--- src/rtl/apb_slave_pkg.sv ---
// apb_slave_pkg
// Shared types and constants for the APB register-bank completer.
//   apb_state_t  : transfer FSM states (IDLE, WAIT, DONE)
//   APB_ADDR_W   : default paddr width
//   APB_DATA_W   : default pwdata/prdata width
//   WORD_IDX_LSB : lowest paddr bit of the word index (registers are 32-bit words)
package apb_slave_pkg;

  localparam int APB_ADDR_W   = 32;
  localparam int APB_DATA_W   = 32;
  localparam int WORD_IDX_LSB = 2;

  typedef enum logic [1:0] {
    IDLE = 2'd0,
    WAIT = 2'd1,
    DONE = 2'd2
  } apb_state_t;

endpackage

--- src/rtl/apb_regfile.sv ---
// apb_regfile
// NUM_REGS x DATA_W register storage with one synchronous write port and one
// combinational read port. NUM_REGS is expected to be a power of two so that
// every index value selects a real entry.
// Ports:
//   clk    : rising-edge clock
//   reset  : asynchronous active-low reset, clears every entry
//   we     : write enable
//   widx   : write word index
//   wdata  : write data
//   ridx   : read word index
//   rdata  : read data (combinational from ridx)
module apb_regfile #(
  parameter int DATA_W   = 32,
  parameter int NUM_REGS = 16,
  localparam int IDX_W   = (NUM_REGS < 2) ? 1 : $clog2(NUM_REGS)
) (
  input  logic              clk,
  input  logic              reset,
  input  logic              we,
  input  logic [IDX_W-1:0]  widx,
  input  logic [DATA_W-1:0] wdata,
  input  logic [IDX_W-1:0]  ridx,
  output logic [DATA_W-1:0] rdata
);

  logic [DATA_W-1:0] regs [NUM_REGS];

  always_ff @(posedge clk or negedge reset) begin
    if (!reset) begin
      for (int i = 0; i < NUM_REGS; i++) begin
        regs[i] <= '0;
      end
    end else if (we) begin
      regs[widx] <= wdata;
    end
  end

  assign rdata = regs[ridx];

endmodule

--- src/rtl/apb_slave_regs.sv ---
// apb_slave_regs
// APB completer with a parameterised number of wait states and a small
// word-addressed register bank. All outputs are registered.
// Optional feature macro: APB_SLVERR_EN
//   defined   : misaligned or out-of-range addresses complete with pslverr=1,
//               writes are dropped and reads return 0
//   undefined : pslverr stays 0 and the word index wraps modulo NUM_REGS
// Ports:
//   clk     : rising-edge clock
//   reset   : asynchronous active-low reset
//   psel    : APB select
//   penable : APB access phase
//   pwrite  : 1 = write, 0 = read
//   paddr   : byte address
//   pwdata  : write data
//   prdata  : read data, valid with pready on reads
//   pready  : transfer complete
//   pslverr : error response, only ever high together with pready
module apb_slave_regs
  import apb_slave_pkg::*;
#(
  parameter int ADDR_W      = APB_ADDR_W,
  parameter int DATA_W      = APB_DATA_W,
  parameter int NUM_REGS    = 16,
  parameter int WAIT_CYCLES = 2
) (
  input  logic              clk,
  input  logic              reset,
  input  logic              psel,
  input  logic              penable,
  input  logic              pwrite,
  input  logic [ADDR_W-1:0] paddr,
  input  logic [DATA_W-1:0] pwdata,
  output logic [DATA_W-1:0] prdata,
  output logic              pready,
  output logic              pslverr
);

  localparam int IDX_W = (NUM_REGS < 2) ? 1 : $clog2(NUM_REGS);
  localparam int CNT_W = (WAIT_CYCLES < 2) ? 1 : $clog2(WAIT_CYCLES + 1);

  apb_state_t        state, state_next;
  logic [CNT_W-1:0]  cnt, cnt_next;
  logic              pready_next;
  logic              pslverr_next;
  logic              rd_load;
  logic              reg_we;
  logic [IDX_W-1:0]  word_idx;
  logic [DATA_W-1:0] rd_data;
  logic [DATA_W-1:0] prdata_q;
  logic              pready_q;
  logic              pslverr_q;
  logic              addr_err;
  logic              slverr_hit;

  assign word_idx = paddr[IDX_W+WORD_IDX_LSB-1:WORD_IDX_LSB];

  // Any address bit above the index, or a non-word-aligned byte offset.
  assign addr_err = ((paddr >> (IDX_W + WORD_IDX_LSB)) != '0) || (paddr[1:0] != 2'b00);

`ifdef APB_SLVERR_EN
  assign slverr_hit = addr_err;
`else
  logic unused_addr_err;
  assign unused_addr_err = addr_err;
  assign slverr_hit      = 1'b0;
`endif

  apb_regfile #(
    .DATA_W   (DATA_W),
    .NUM_REGS (NUM_REGS)
  ) u_regfile (
    .clk   (clk),
    .reset (reset),
    .we    (reg_we),
    .widx  (word_idx),
    .wdata (pwdata),
    .ridx  (word_idx),
    .rdata (rd_data)
  );

  always_ff @(posedge clk or negedge reset) begin
    if (!reset) begin
      state     <= IDLE;
      cnt       <= '0;
      pready_q  <= 1'b0;
      pslverr_q <= 1'b0;
      prdata_q  <= '0;
    end else begin
      state     <= state_next;
      cnt       <= cnt_next;
      pready_q  <= pready_next;
      pslverr_q <= pslverr_next;
      if (rd_load) begin
        prdata_q <= slverr_hit ? '0 : rd_data;
      end
    end
  end

  // pready is registered, so the decision to complete is taken one cycle
  // early: from the setup phase when there are no wait states, otherwise
  // from the last WAIT cycle (cnt == 1). Read data is captured on that
  // same edge so it appears together with pready.
  always_comb begin
    state_next   = state;
    cnt_next     = cnt;
    pready_next  = 1'b0;
    pslverr_next = 1'b0;
    rd_load      = 1'b0;
    reg_we       = 1'b0;
    case (state)
      IDLE: begin
        if (psel && !penable) begin
          if (WAIT_CYCLES == 0) begin
            state_next   = DONE;
            pready_next  = 1'b1;
            pslverr_next = slverr_hit;
            rd_load      = !pwrite;
          end else begin
            state_next = WAIT;
            cnt_next   = CNT_W'(WAIT_CYCLES);
          end
        end
      end
      WAIT: begin
        if (!psel) begin
          state_next = IDLE;
          cnt_next   = '0;
        end else if (cnt == CNT_W'(1)) begin
          state_next   = DONE;
          cnt_next     = '0;
          pready_next  = 1'b1;
          pslverr_next = slverr_hit;
          rd_load      = !pwrite;
        end else begin
          cnt_next = cnt - CNT_W'(1);
        end
      end
      DONE: begin
        state_next = IDLE;
        reg_we     = psel && penable && pwrite && !slverr_hit;
      end
      default: begin
        state_next = IDLE;
        cnt_next   = '0;
      end
    endcase
  end

  assign prdata  = prdata_q;
  assign pready  = pready_q;
  assign pslverr = pslverr_q;

endmodule
--- config.mk ---
export PLATFORM = sky130hd
export DESIGN_NAME = apb_slave_regs
export DESIGN_NICKNAME = d
export VERILOG_FILES = /design/src/rtl/apb_slave_pkg.sv /design/src/rtl/apb_regfile.sv /design/src/rtl/apb_slave_regs.sv
export SDC_FILE = /design/constraint.sdc
export NUM_CORES = 1
export LEC_CHECK = 0
export CORE_MARGIN = 4
export CORE_UTILIZATION = 50
export CTS_CLUSTER_SIZE = 24
export DETAILED_ROUTE_END_ITERATION = 10
export PLACE_DENSITY = 0.78
export REMOVE_ABC_BUFFERS = 1
export SLEW_MARGIN = 20
export SYNTH_ARGS = -nofsm -noshare
export SYNTH_HDL_FRONTEND = slang
export SYNTH_SLANG_ARGS = --single-unit
--- constraint.sdc ---
create_clock -name clk -period 1.9 [get_ports clk]
set_input_delay 0.285 -clock clk [delete_from_list [all_inputs] [get_ports clk]]
set_output_delay 0.285 -clock clk [all_outputs]
set_load 0.02 [all_outputs]
==> results of run 1 <==
-- cells in the final DEF, fill, tap and decap left out, types with 41 or more instances in the layout --
cell type,n
buf_12,55
buf_4,75
clkbuf_16,77
clkdlybuf4s50_1,41
dfrtp_1,549
mux2_2,322
mux2_4,179
mux2i_1,192
nor2_1,68
o22ai_1,65
-- state kept, by name, indices dropped and copies added (netlist names) --
register	flops
cnt	2
prdata	32
pready	1
state	2
u_regfile.regs	512
-- through the flow --
stage	cells	instance area (sq um)	hold WS (ns)	utilization, %
2_1_floorplan	1555	23840	-0.01059	-
3_3_place_gp	2408	26940	0.2340	55.95
3_5_place_dp	2408	26940	0.2262	55.95
4_1_cts	2542	29590	0.1800	61.46
5_1_grt	2568	30590	0.2154	63.54
6_report	2568	30590	0.1984	63.54
-- cell usage after synthesis, drive strengths merged, types with 2 or more instances --
master / count / share of area [%]
and3: 3 / 0.076
nand3: 2 / 0.041
nand3b: 4 / 0.17
dfrtp: 549 / 56
a31oi: 32 / 0.82
a221oi: 32 / 1.1
mux4: 32 / 2.9
nor2b: 3 / 0.076
nor2: 72 / 1.1
clkbuf: 75 / 1.1
mux2: 512 / 24
nor3: 4 / 0.16
o22ai: 65 / 1.7
inv: 2 / 0.031
o21ai: 34 / 0.69
nand2b: 5 / 0.13
or2: 2 / 0.051
buf: 79 / 1.8
mux2i: 192 / 7.8
-- worst min-delay path by stage --
stage                      to   from  slack, ns  depth (start not counted)
finish              prdata[7]  reset       0.20                          2
floorplan              cnt[0]  reset      -0.01                          0
CTS                 prdata[7]  reset       0.18                          2
global placement    prdata[7]  reset       0.23                          1
detailed placement  prdata[7]  reset       0.23                          1
global route        prdata[7]  reset       0.22                          2
-- power groups by stage --
stage               sequential, mW  clock (mW)  combinational (mW)
floorplan                     13.0           0               0.642
global placement              12.6           0                2.77
detailed placement            12.6           0                2.81
CTS                           12.4        11.1                2.83
global route                  12.4        11.6                2.99
finish                        12.4        10.9                2.78
-- cell type report --
type	instances	area share (%)
Clock buffer	78	5.215
Clock inverter	25	0.7239
Inverter	2	0.02454
Multi-Input combinational cell	1004	35.22
Sequential cell	549	44.91
Tap cell	656	2.683
Timing Repair Buffer	254	11.22
-- metal layers --
layer / wire, um / GRT usage (%) / vias to the layer above / share of wire, %
met4: 2976 / 7.836 / 0 / 4.2
met2: 33660 / 38.60 / 695 / 48
met1: 28840 / 32.53 / 8503 / 41
met5: 0 / 0 / - / 0
met3: 5116 / 4.486 / 189 / 7.2
li1: - / - / 6604 / -
-- cells by family (layout without fill, tap and decap cells) --
group,count (synthesis),in the layout,share of synthesized area (%)
DFF,549,549,55.94
other,1,1,0.01527
muxes,736,736,34.70
buffers and inverters,156,359,2.940
AOI/OAI and AO/OA,164,164,4.325
adders and majority gates,1,1,0.05094
and+or+nand+nor,102,102,2.033
-- timing repair --
| action | 4_1_cts | 5_1_grt |
|---|---|---|
| buffers inserted | 18 | 12 |
| setup endpoints to repair | 528 | 537 |
| endpoints found under the hold margin | 175 | 0 |
| hold buffers | 1 | 0 |
| gates resized for setup | 110 | 145 |
| cloned | 13 | 22 |
| pin swaps | 5 | 4 |
==> reports/qor.csv, run 1 <==
metric,value,unit
run_status,"complete, but fails checks",
violations,negative setup slack,
multiInputGateArea,10780,sq um
sequential_cell_area,13740,sq um
p_leak,15.13,nW
avgSynthCellArea,14.37,sq um
fmax,472.6,MHz
synth-edff-count,0,
layout-drive-gt1-share,43.51,%
grt-ovfl-total,0,
worst_path_max_delay_cell,and4b_2,
avgViaCountPerCell,6.227,
ctsHtreeMaxLevel,2,
grt_first_pass_wirelength,98880,um
maxCapViolCount,0,
endpoint,u_regfile.regs[379],
place_ws,-0.7461,ns
critical_path_buf_inv_count,3,
p_sw,6.554,mW
skew,0.01625,ns
synth.distinct_cells,35,
slew_viol_final,0,
cp-end-kind,flip-flop,
crit_type,reg -> reg,
critPathTopFamily,simple AND/OR/NAND/NOR gates,
p_total,26.11,mW
worst_r2r_endpoint,u_regfile.regs[379],
path_max_fanout,6,
yosys_warnings,0,
finalHoldViolCount,0,
syn_inst,1709,
start_kind,flip-flop,
ys_seq_area_share,55.94,%
clock_power_share,41.9,%
fin_crit_sh,111.4,%
ys_ff_latch,549,
rows,80,
gp_congestion,0.8104,
r2r_slack,-0.22,ns
slowest_delay,0.41,ns
ios,103,
wirelength,70590,um
dp_hpwl,37360,um
rsz0062_at_grt,yes,
finalSetupViolations,508,
die_x,229.6,um
cts_root_buffer,clkbuf_16,
power_frac_seq,47.5,%
peakVddDrop,0.6868,mV
cts.path.max_buffers,3,
antenna_found_initial,0,
cts_inserted_buffers,56,
reg2reg_depth,7,
wl_per_cell,27.49,um
cp-startpoint,state[0],
vias,15990,
tightest_slew,0.6954,ns
fp.dieH,229.6,um
switching_share,25.10,%
comb_power_share,10.7,%
hold_class,in -> async,
num-fill-cells,3267,
grt_max_degree,75,
cp.depth,7,
gr-usage-all-layers,23.76,%
cts.sinks,549,
grt_pass1_vias,16650,
crit_chain,and4b_2 > nand3b_4 > buf_6 > nor4_4 > buf_4 > clkbuf_16 > mux2_4,
synthArstFlopShare,100.0,%
initial_core_util,51.01,%
worstReg2RegStart,state[0],
dieArea,52730,sq um
critical_path_arrival,2.61,ns
ant_nets,0,
power-per-cell-area,853.5,nW/um^2
areaGrowthSynthToFinish,24.57,%
final_nets,1937,
core_area,48150,sq um
crit_required,2.40,ns
syn_area,24560,sq um
drt_iter0_markers,1360,
cts_tree,built,
firstDrtPassIters,5,
finalWorstSetupSlack,-0.2158,ns
clk_latency,0.61,ns
drc,0,
min_period,2.116,ns
clkSlewWorstSetupHoldPaths,0.07,ns
portBuffers,73,
p_int,19.56,mW
n_antenna_cell,0,
synth-main-ff-cell,dfrtp_1,
maxSlewHeadroom,53.54,%
tns,-46.48,ns
Note: power is estimated with default switching activity, not from simulation.
==> inputs of run 2 (changes only) <==
Settings changed: PLACE_DENSITY 0.78 to 0.76, SKIP_LAST_GASP set to 1.
Clock period 1.9 ns to 2.2 ns, I/O delays scaled along.
==> reports/qor.csv, run 2 (synthesized netlist as in run 1, its figures left out) <==
metric,value,unit,change
run_status,"complete, no violations",,
wirelength,58310,um,-17%
dieArea,52730,sq um,unchanged
worstReg2RegStart,state[0],,
rows,80,,unchanged
p_int,16.98,mW,-13%
layout-drive-gt1-share,40.14,%,-3.4 points
maxUsedRoutingLayer,met5,,
ant_nets,0,,unchanged
largest_register_ffs,512,,unchanged
grt_max_degree,83,,+11%
skew,0.02184,ns,+0.005594 ns
grt_pass1_vias,15700,,-5.7%
grt-ovfl-total,0,,unchanged
met3_length,2702,um,-47%
comb_power_share,10.4,%,-0.3 points
drc,0,,unchanged
wl_met2,28670,um,-15%
switching_share,24.31,%,-0.78 points
final_common_cell,dfrtp_1,,
tightest_slew,0.9274,ns,+0.2320 ns
finalWorstSetupSlack,0.1094,ns,+0.3253 ns
peakVddDrop,0.5262,mV,-23%
core_area,48150,sq um,unchanged
clk_latency,0.62,ns,about the same
p_leak,14.02,nW,-7.4%
clkSlewWorstSetupHoldPaths,0.06,ns,about the same
maxSlewHeadroom,38.04,%,-15 points
place_ws,-0.3881,ns,+0.3580 ns
hold_class,in -> async,,
portBuffers,73,,unchanged
final_cell_mix,"dfrtp_1 (549), mux2_2 (461), mux2i_1 (192), nor2_1 (68), clkdlybuf4s50_1 (68)",,
ctsHtreeMaxLevel,2,,unchanged
finalSetupViolations,0,,-100%
design_area,28540,sq um,-6.7%
min_period,2.091,ns,-0.02525 ns
power_frac_seq,47.8,%,+0.3 points
final_nets,1850,,-4.5%
antenna_found_initial,3,,+3
gr-usage-all-layers,22.03,%,-1.7 points
critical_path_arrival,2.58,ns,-0.03 ns
cts_inserted_buffers,55,,-1.8%
path_max_fanout,14,,+8
crit_type,reg -> reg,,
firstDrtPassIters,5,,unchanged
dp_cells,2378,,-1.2%
wl_met1,25510,um,-12%
ios,103,,unchanged
slew_viol_final,0,,unchanged
vias,14570,,-8.9%
p_total,22.44,mW,-14%
rsz0062_at_grt,no,,
p_sw,5.456,mW,-17%
grt_first_pass_wirelength,91310,um,-7.6%
maxCapViolCount,0,,unchanged
cts_tree,built,,
avgViaCountPerCell,5.881,,-5.6%
fin_crit_sh,95.03,%,-16 points
cts_setup_buffers,0,,-18
die_x,229.6,um,unchanged
drt_iter0_markers,940,,-31%
initial_core_util,51.01,%,unchanged
cts.path.max_buffers,3,,unchanged
power-per-cell-area,786.3,nW/um^2,-7.9%
wl_per_cell,23.53,um,-14%
fp.dieH,229.6,um,unchanged
gp_congestion,0.7870,,-2.9%
fin_util,59.27,%,-4.3 points
clock_power_share,41.8,%,about the same
cp-end-kind,flip-flop,,
cts.sinks,549,,unchanged
fmax,478.3,MHz,+1.2%
dp_hpwl,36530,um,-2.2%
start_kind,flip-flop,,
crit_required,2.69,ns,+0.29 ns
cp-startpoint,state[0],,
areaGrowthSynthToFinish,16.21,%,
regMostFlops,u_regfile.regs,,
finalHoldViolCount,0,,unchanged
place_area,26700,sq um,-0.88%
fin_cells,2478,,-3.5%
cts_root_buffer,clkbuf_16,,
## run 2: cell types whose count changed in the layout (fill, tap and decap cells not counted), moves of 5 or more
cell	change
buf_12	-14
buf_4	-22
buf_16	-7
clkinv_2	-5
mux2_1	+10
mux2_4	-149
mux2_2	+139
buf_6	-19
dlymetal6s2s_1	-25
clkbuf_16	-21
clkbuf_8	+6
clkdlybuf4s50_1	+27
## run 2: worst paths after layout
kind | end | slack [ns] | depth (start not counted)
max | u_regfile.regs[506] | 0.11 | 6
max in group asynchronous | prdata[20] | 1.12 | 3
min in group clk | prdata[8] | 0.28 | 5
min | u_regfile.regs[231] | 0.24 | 2
min reg2reg | u_regfile.regs[460] | 0.48 | 1
max reg2reg | u_regfile.regs[506] | 0.11 | 6
## run 2: power by group through the flow
stage,clock network [mW],logic [mW],registers [mW]
after floorplan,0,0.554,11.2
after global placement,0,2.33,10.9
after detailed placement,0,2.37,10.9
after CTS,9.56,2.38,10.7
after global routing,9.99,2.52,10.8
final,9.38,2.34,10.7
## run 2: timing repair
item,in CTS,in global routing
hold buffers,1,0
resized for setup,0,1
setup endpoints to repair,0,2
endpoints found under the hold margin,64,0
## run 2: layer usage
| layer | vias to the layer above | global-route usage [%] |
|---|---|---|
| li1 | 6401 | - |
| met3 | 97 | 4.100 |
| met5 | - | 0 |
| met2 | 294 | 36.76 |
| met4 | 4 | 6.200 |
| met1 | 7777 | 29.80 |
## run 2: layout make-up
cell class,count,area [sq um]
diodes,1,2.502
clock inverters,16,173.9
inverters,2,7.507
well taps,656,820.8
clock buffers,82,1649
multi-input cells,1004,10190
flip-flops and latches,549,13740
fillers,3690,19610
repair buffers,168,1961
## run 2: worst max-delay path, stage by stage, from the launching register on
cell and delay [ns]:
dfrtp_1 0.37, and4b_2 0.38, nand3b_4 0.10, buf_4 0.20, nand3b_1 0.29, buf_4 0.30
mux2_2 0.31
## run 2: stage by stage
step | hold WS, ns | TNS, ns
5_1_grt | 0.2802 | 0
4_1_cts | 0.2348 | 0
2_1_floorplan | 0.03441 | -271.48
3_5_place_dp | 0.2676 | -131.38
6_report | 0.2380 | 0
3_3_place_gp | 0.2742 | -121.82
==> inputs of run 3 (changes only) <==
Settings changed: CORE_ASPECT_RATIO set to 0.8.
==> reports/qor.csv, run 3 (synthesized netlist as in run 1, its figures left out) <==
metric,value,unit,change
run_status,"complete, no violations",,
place_ws,-0.3502,ns,+0.03795 ns
worst_path_most_repeated_cell,buf_4,,
ios,103,,unchanged
grt_first_pass_wirelength,94350,um,+3.3%
grt_pass1_vias,15850,,+0.99%
fmax,476.3,MHz,-0.43%
maxSlewHeadroom,23.61,%,-14 points
dp_hpwl,36530,um,about the same
clkSlewWorstSetupHoldPaths,0.06,ns,about the same
path_max_fanout,27,,+13
multiInputGateArea,10180,sq um,about the same
crit_required,2.68,ns,about the same
place_area,26710,sq um,about the same
drc,0,,unchanged
gp_congestion,0.7760,,-1.4%
cts.sinks,549,,unchanged
num-fill-cells,3716,,+0.70%
slowest_delay,0.38,ns,about the same
vias,14830,,+1.7%
die_x,255.8,um,+11%
worst_path_max_delay_cell,dfrtp_1,,
design_area,28470,sq um,-0.25%
ant_nets,0,,unchanged
cts_root_buffer,clkbuf_16,,
critical_path_arrival,2.58,ns,about the same
dieArea,52750,sq um,about the same
grt-ovfl-total,0,,unchanged
wirelength,60240,um,+3.3%
areaGrowthSynthToFinish,15.91,%,
rows,72,,-10%
skew,0.01371,ns,-0.008130 ns
final_common_cell,dfrtp_1,,
firstDrtPassIters,5,,unchanged
fin_util,58.73,%,-0.54 points
hold_class,in -> async,,
cts_tree,built,,
portBuffers,73,,unchanged
fin_crit_sh,95.44,%,+0.41 points
regMostFlops,u_regfile.regs,,
finalWorstSetupSlack,0.1003,ns,-0.009094 ns
finalHoldViolCount,0,,unchanged
avgViaCountPerCell,6.056,,+3.0%
finalSetupViolations,0,,unchanged
crit_chain,and4b_1 > buf_4 > nand3_1 > buf_4 > nor3_4 > buf_12 > mux2_2,,
final_nets,1849,,-0.054%
rsz0062_at_grt,no,,
crit_type,reg -> reg,,
power-per-cell-area,780.7,nW/um^2,-0.70%
cp-end-kind,flip-flop,,
tightest_slew,1.143,ns,+0.2160 ns
cts.path.max_buffers,3,,unchanged
maxCapViolCount,0,,unchanged
gr-usage-all-layers,22.97,%,+0.94 points
peakVddDrop,0.5523,mV,+5.0%
p_leak,13.99,nW,-0.23%
cp.depth,7,,+1
clk_latency,0.61,ns,about the same
initial_core_util,50.67,%,-0.34 points
min_period,2.100,ns,+0.009094 ns
layout-drive-gt1-share,39.77,%,-0.37 points
sequential_cell_area,13740,sq um,unchanged
grt_max_degree,90,,+8.4%
start_kind,flip-flop,,
fp.dieH,206.2,um,-10%
cts_resized,0,,unchanged
cts_inserted_buffers,53,,-3.6%
drt_iter0_markers,1024,,+8.9%
critPathTopFamily,buffers and inverters,,
core_area,48470,sq um,+0.67%
reg2reg_depth,7,,+1
antenna_found_initial,3,,unchanged
wl_per_cell,24.61,um,+4.6%
slew_viol_final,0,,unchanged
final_cell_mix,"dfrtp_1 (549), mux2_2 (461), mux2i_1 (192), nor2_1 (68), clkdlybuf4s50_1 (68)",,
ctsHtreeMaxLevel,2,,unchanged
largest_register_ffs,512,,unchanged
critical_path_buf_inv_count,3,,+1
run 3: changes by cell type in the layout (fill, tap and decap cells not counted), moves of 2 or more:
cell	before	now
clkinv_2	10	6
buf_12	41	44
clkbuf_1	11	14
buf_4	53	51
run 3: report_power, final:
group / switching, mW / internal [mW] / total [mW]
logic: 1.35 / 1.02 / 2.38
registers: 0.273 / 10.5 / 10.7
clock network: 3.81 / 5.30 / 9.11
total: 5.44 / 16.8 / 22.2
run 3: worst register-to-register path: cells and delay by family (launching register included):
kind / cells / cell delay (ns)
buffers and inverters: 3 / 0.62
muxes: 1 / 0.38
and+or+nand+nor: 3 / 0.60
DFF: 1 / 0.38
run 3: layout make-up:
type | count | share of cell area, %
sequential | 549 | 48.26
multi-input combinational | 1004 | 35.77
timing repair buffer | 169 | 7.046
clock buffer | 84 | 5.745
tap | 629 | 2.765
clock inverter | 10 | 0.3736
inverter | 2 | 0.02637
antenna | 1 | 0.008791
run 3: final timing paths:
path	from	end	slack, ns
max in group asynchronous	reset	u_regfile.regs[83]	1.02
hold / removal	reset	cnt[1]	0.28
min in group clk	paddr[5]	prdata[17]	0.39
setup reg to reg	state[0]	u_regfile.regs[280]	0.10
hold reg to reg	u_regfile.regs[141]	u_regfile.regs[141]	0.49
setup / recovery	state[0]	u_regfile.regs[280]	0.10
run 3: stage by stage:
| step | hold WS [ns] | cells | power (mW) | setup TNS (ns) |
|---|---|---|---|---|
| after floorplan | 0.03441 | 1555 | 11.74 | -271.48 |
| after CTS | 0.2907 | 2447 | 22.45 | 0 |
| after global routing | 0.3418 | 2448 | 23.03 | 0 |
| after global placement | 0.3416 | 2352 | 13.25 | -102.74 |
| final | 0.2808 | 2448 | 22.22 | 0 |
| after detailed placement | 0.3443 | 2352 | 13.30 | -120.47 |
run 3: per-layer routing:
| layer | GRT usage [%] | wire (um) | vias to the layer above | part of all wire [%] |
|---|---|---|---|---|
| li1 | - | - | 6415 | - |
| met1 | 33.03 | 28030 | 7948 | 47 |
| met2 | 36.42 | 27860 | 368 | 46 |
| met3 | 4.043 | 3075 | 93 | 5.1 |
| met4 | 6.618 | 1259 | 2 | 2.1 |
| met5 | 0 | 10 | - | 0.017 |
run 3: repair_timing:
action	CTS	global route
endpoints found under the hold margin	47	0
buffers inserted	0	0
endpoints found under the setup margin	0	0
hold buffers	1	0
